### config.mk
export PLATFORM = sky130hd
export DESIGN_NAME = fifo_rd_stream
export DESIGN_NICKNAME = d
export VERILOG_FILES = /design/src/rtl/fifo_rd_stream.sv
export SDC_FILE = /design/constraint.sdc
export NUM_CORES = 1
export LEC_CHECK = 0
export CORE_ASPECT_RATIO = 0.9
export CORE_UTILIZATION = 49
export CTS_BUF_LIST = sky130_fd_sc_hd__clkbuf_16
export DETAILED_ROUTE_END_ITERATION = 12
export GPL_ROUTABILITY_DRIVEN = 1
export HOLD_SLACK_MARGIN = 0.02
export PLACE_DENSITY = 0.86
export REMOVE_ABC_BUFFERS = 1
export SYNTH_ARGS = -nofsm -noshare
export SYNTH_HDL_FRONTEND = slang
export SYNTH_SLANG_ARGS = --single-unit
### constraint.sdc
create_clock -name i_clk -period 2.8 [get_ports i_clk]
set_clock_uncertainty 0.1 [all_clocks]
set_input_delay 0.56 -clock i_clk [delete_from_list [all_inputs] [get_ports i_clk]]
set_output_delay 0.56 -clock i_clk [all_outputs]
set_load 0.02 [all_outputs]
### src/rtl/fifo_rd_stream.sv
// Read-side master for a show-ahead FIFO: pops words into a 2-entry buffer and
// presents them as a valid/ready stream framed into fixed-length packets.
module fifo_rd_stream #(
    parameter int WIDTH   = 16,
    parameter int PKT_LEN = 4,
    parameter int CW      = 8
) (
    input  logic             i_clk,
    input  logic             i_rst,
    input  logic             i_flush,
    input  logic [WIDTH-1:0] i_fifo_rdata,
    input  logic             i_fifo_empty,
    output logic             o_fifo_pop,
    output logic             o_valid,
    output logic [WIDTH-1:0] o_data,
    output logic             o_last,
    input  logic             i_ready,
    output logic [CW-1:0]    o_pkt_cnt
);

    localparam int            BW        = (PKT_LEN > 1) ? $clog2(PKT_LEN) : 1;
    localparam logic [BW-1:0] LAST_BEAT = BW'(PKT_LEN - 1);

    logic [WIDTH-1:0] r_head;
    logic [WIDTH-1:0] r_tail;
    logic [1:0]       r_count;
    logic [BW-1:0]    r_beat;
    logic [CW-1:0]    r_pkt_cnt;

    logic w_pop;
    logic w_hs;
    logic w_beat_last;

    // Pop depends only on registered occupancy and FIFO/flush/reset flags, never on i_ready.
    assign w_pop       = !i_rst && !i_fifo_empty && !i_flush && (r_count != 2'd2);
    assign w_hs        = o_valid && i_ready;
    assign w_beat_last = (r_beat == LAST_BEAT);

    assign o_fifo_pop = w_pop;
    assign o_valid    = (r_count != 2'd0);
    assign o_data     = r_head;
    assign o_last     = o_valid && w_beat_last;
    assign o_pkt_cnt  = r_pkt_cnt;

    always_ff @(posedge i_clk or posedge i_rst) begin
        if (i_rst) begin
            r_head    <= '0;
            r_tail    <= '0;
            r_count   <= 2'd0;
            r_beat    <= '0;
            r_pkt_cnt <= '0;
        end else if (i_flush) begin
            r_count <= 2'd0;
            r_beat  <= '0;
        end else begin
            if (w_hs && (r_count == 2'd2)) begin
                r_head <= r_tail;
            end
            // Incoming word lands in head when head is free or retiring this cycle.
            if (w_pop) begin
                if ((r_count == 2'd0) || ((r_count == 2'd1) && w_hs)) begin
                    r_head <= i_fifo_rdata;
                end else begin
                    r_tail <= i_fifo_rdata;
                end
            end
            case ({w_pop, w_hs})
                2'b10:   r_count <= r_count + 2'd1;
                2'b01:   r_count <= r_count - 2'd1;
                default: r_count <= r_count;
            endcase
            if (w_hs) begin
                if (w_beat_last) begin
                    r_beat    <= '0;
                    r_pkt_cnt <= r_pkt_cnt + CW'(1);
                end else begin
                    r_beat <= r_beat + BW'(1);
                end
            end
        end
    end

endmodule
==> results by group, run 1 <==
Layout
  • Final Instance Area: 0.00270 mm²
  • P&R area growth vs syn: 33.6%
  • ANT cells: 0
  • Layout Utilization: 0.704
  • Total Nets Final: 235
  • Non-Filler Instances: 255
  • Share of cells above drive strength 1: 0.115

Synth
  • Largest family of logic cells by synthesized area: simple AND/OR/NAND/NOR gates
  • Synth Area in Adders: 0.0372
  • Synthesized area per cell: 13.0 µm²
  • Mapped Cells: 155
  • Simple-gate share of the synthesized area: 0.129
  • Area share of xor/xnor cells in the synthesized design: 0.0303
  • Synth cell types: 30
  • Sequential element share of the synthesized area: 0.545
  • Flops & latches, synth: 44
  • Multiplexer area fraction after synthesis: 0.115
  • Yosys warnings: 0
  • Area of the mapped netlist: 0.00202 mm²
  • Synth Area in Compound Gates: 0.103

Clock network
  • CTS H-Tree Depth: 2
  • CTS Buf Count: 5
  • Hold Buf Count CTS: 0
  • Post-CTS Repair Setup Buffers: 0
  • CTS resizes: 0
  • Root Buffer: clkbuf_16
  • CTS tree: done
  • Worst-skew pair later-pin latency: 0.29 ns
  • Clk slew on worst S/H paths: 0.06 ns
  • CTS Buffer Depth: 2
  • Clock sinks: 44

GRT
  • GRT overflow: 0
  • Initial antenna violation count: 0
  • Pin count of the biggest net entering global routing: 23
  • Overall routing resource usage: 0.209
  • First-pass GRT wire length: 7170 µm
  • Number of global-route vias before repair: 1542

Place
  • Post-Place Worst Slack: 0.180 ns
  • Port bufs: 47
  • DP HPWL: 2940 µm
  • Gpl congestion: 0.742
  • Area post-placement: 0.00254 mm²
  • Cell count after placement: 247

Timing
  • Least-Margin Pin Slew: 0.812 ns
  • RSZ-0062 raised after global routing: false
  • Setup violations, final: 0
  • Final hold viol count: 0
  • Fmax: 0.382 GHz
  • Setup WS post-layout: 0.182 ns
  • Final Slew Violations: 0
  • Tcrit/Tclk final: 0.935
  • Hold WS: 0.374 ns
  • Slew HR: 0.455
  • Final setup TNS: 0 ns
  • Crit path time final: 2.62 ns

Routing
  • Vias per cell: 5.51
  • Iter 0 DRT Violations: 79
  • Vias: 1405
  • Antenna Violating Nets Remaining: 0
  • Detailed Route WL: 4110 µm
  • Routed length per instance: 16.1 µm
  • Drt pass-1 iters: 4
  • DRC viols: 0

Critical path
  • CP Launch Type: input pin
  • Critical path arrival: 1.96 ns
  • CP Class: in -> out
  • Worst-path fanout max: 2
  • Worst EP required: 2.14 ns
  • R2R depth: 6
  • Worst Setup End Kind: primary output

Power
  • Total power: 2.60 mW
  • Flop pwr share: 0.384
  • Internal: 1.79 mW
  • Switching Fraction: 0.310
  • PwrDens: 962 mW/mm²
  • Gate power share: 0.366
  • LEAKAGE: 1.24 nW
  • Max IR drop VDD: 676 µV
  • Clock Power Share: 0.250
  • Sw Pwr: 0.805 mW

Min path
  • Worst Hold Class: reg -> reg
  • Hold path cells: 1

Floorplanning
  • Die Y-Extent: 62.9 µm
  • Starting density of the core: 0.527
  • Die W: 69.7 µm
  • Core area: 0.00384 mm²
  • Die area: 0.00438 mm²
  • Core Rows: 21
  • # IOs: 48

Outcome
  • Status: completed

Job
  • Max-cap violations: 0
==> synth_stat cells, drive strengths merged <==
| cell type | number | share of area |
|---|---|---|
| a22oi | 1 | 0.0037 |
| a21oi | 2 | 0.0068 |
| and4bb | 1 | 0.0062 |
| mux2i | 3 | 0.015 |
| nand2b | 2 | 0.0062 |
| clkbuf | 2 | 0.0037 |
| o311ai | 1 | 0.0043 |
| a2111o | 1 | 0.0056 |
| xor2 | 6 | 0.026 |
| mux2 | 18 | 0.10 |
| a221o | 16 | 0.079 |
| buf | 5 | 0.025 |
| nand2 | 3 | 0.0093 |
| and2 | 17 | 0.053 |
| nor2b | 2 | 0.0062 |
| nand3 | 4 | 0.0099 |
| dfrtp | 44 | 0.54 |
| nor2 | 8 | 0.015 |
| a21o | 1 | 0.0037 |
| xnor2 | 1 | 0.0043 |
| ha | 6 | 0.037 |
| nor3 | 2 | 0.0050 |
| nor4 | 2 | 0.014 |
| nand4bb | 1 | 0.0056 |
| inv | 6 | 0.011 |
==> state kept, by name, summed over array words and instances, names as in the netlist <==
signal / cells
o_data: 16
r_beat: 2
r_count: 2
r_tail: 16
o_pkt_cnt: 8
==> cells in the final DEF, fill, tap and decap left out <==
master and n:
clkdlybuf4s50_1 47, dfrtp_1 44, and2_1 17, a221o_1 16, mux2_1 10, mux2_2 8, nor2_1 8, inv_1 6
xor2_1 6, ha_1 6, buf_4 6, clkbuf_16 5, nand3_1 4, mux2i_1 3, nand2_1 2, nor3_1 2
nor2b_1 2, nand2b_1 2, nor4_4 1, a21o_1 1, and4bb_1 1, a21oi_2 1, nand4bb_1 1, xnor2_1 1
a21oi_1 1, nand2_4 1, clkinv_1 1, nor4_1 1, a22oi_1 1, a2111o_1 1, o311ai_0 1, bufinv_16 1
clkinv_2 1
==> logic make-up after synthesis <==
group                    after synthesis
AO/OA/AOI/OAI                         22
XOR/XNOR                               7
adder cells (fa/ha/maj)                6
buffers and inverters                 13
flip-flops                            44
multiplexers                          21
AND/OR/NAND/NOR                       42
==> power by group through the flow <==
stage | clock (mW) | sequential (mW) | combinational [mW]
detailed placement | 0 | 1.01 | 0.958
finish | 0.648 | 0.998 | 0.951
global placement | 0 | 0.991 | 0.918
CTS | 0.660 | 0.999 | 0.965
floorplan | 0 | 1.12 | 0.444
global route | 0.695 | 1.03 | 1.03
==> final cells by class <==
type                            count  area [µm²]
Clock inverter                      3        38.8
Tap cell                           46        57.6
Multi-Input combinational cell     98         840
Inverter                            6        22.5
Sequential cell                    44        1100
Timing Repair Buffer               53         515
Clock buffer                        5         125
Fill cell                         263        1140
==> per-layer routing <==
metal	wire, µm	vias up	global-route usage
li1	-	664	-
met1	1830	694	0.263
met2	1940	42	0.339
met3	292	5	0.0774
met4	47	0	0.0625
met5	0	-	0
==> final timing paths <==
kind | start | to | slack (ns)
min reg2reg | o_pkt_cnt[7] | o_pkt_cnt[7] | 0.37
max | i_flush | o_fifo_pop | 0.18
min in group asynchronous | i_rst | r_tail[7] | 0.65
max in group asynchronous | i_rst | o_data[13] | 1.36
max reg2reg | r_count[0] | o_data[13] | 0.63
min | o_pkt_cnt[7] | o_pkt_cnt[7] | 0.37
==> critical path, stage by stage <==
cell	delay, ns
clkdlybuf4s50_1	0.45
nor4_4	0.30
clkdlybuf4s50_1	0.64
Power figures use the tool's default switching activity.
==> run 2, diff against run 1 <==
GPL_ROUTABILITY_DRIVEN = 0   (was 1)
==> results of run 2 <==
Final layout, timing and power as in run 1 (identical DEF).
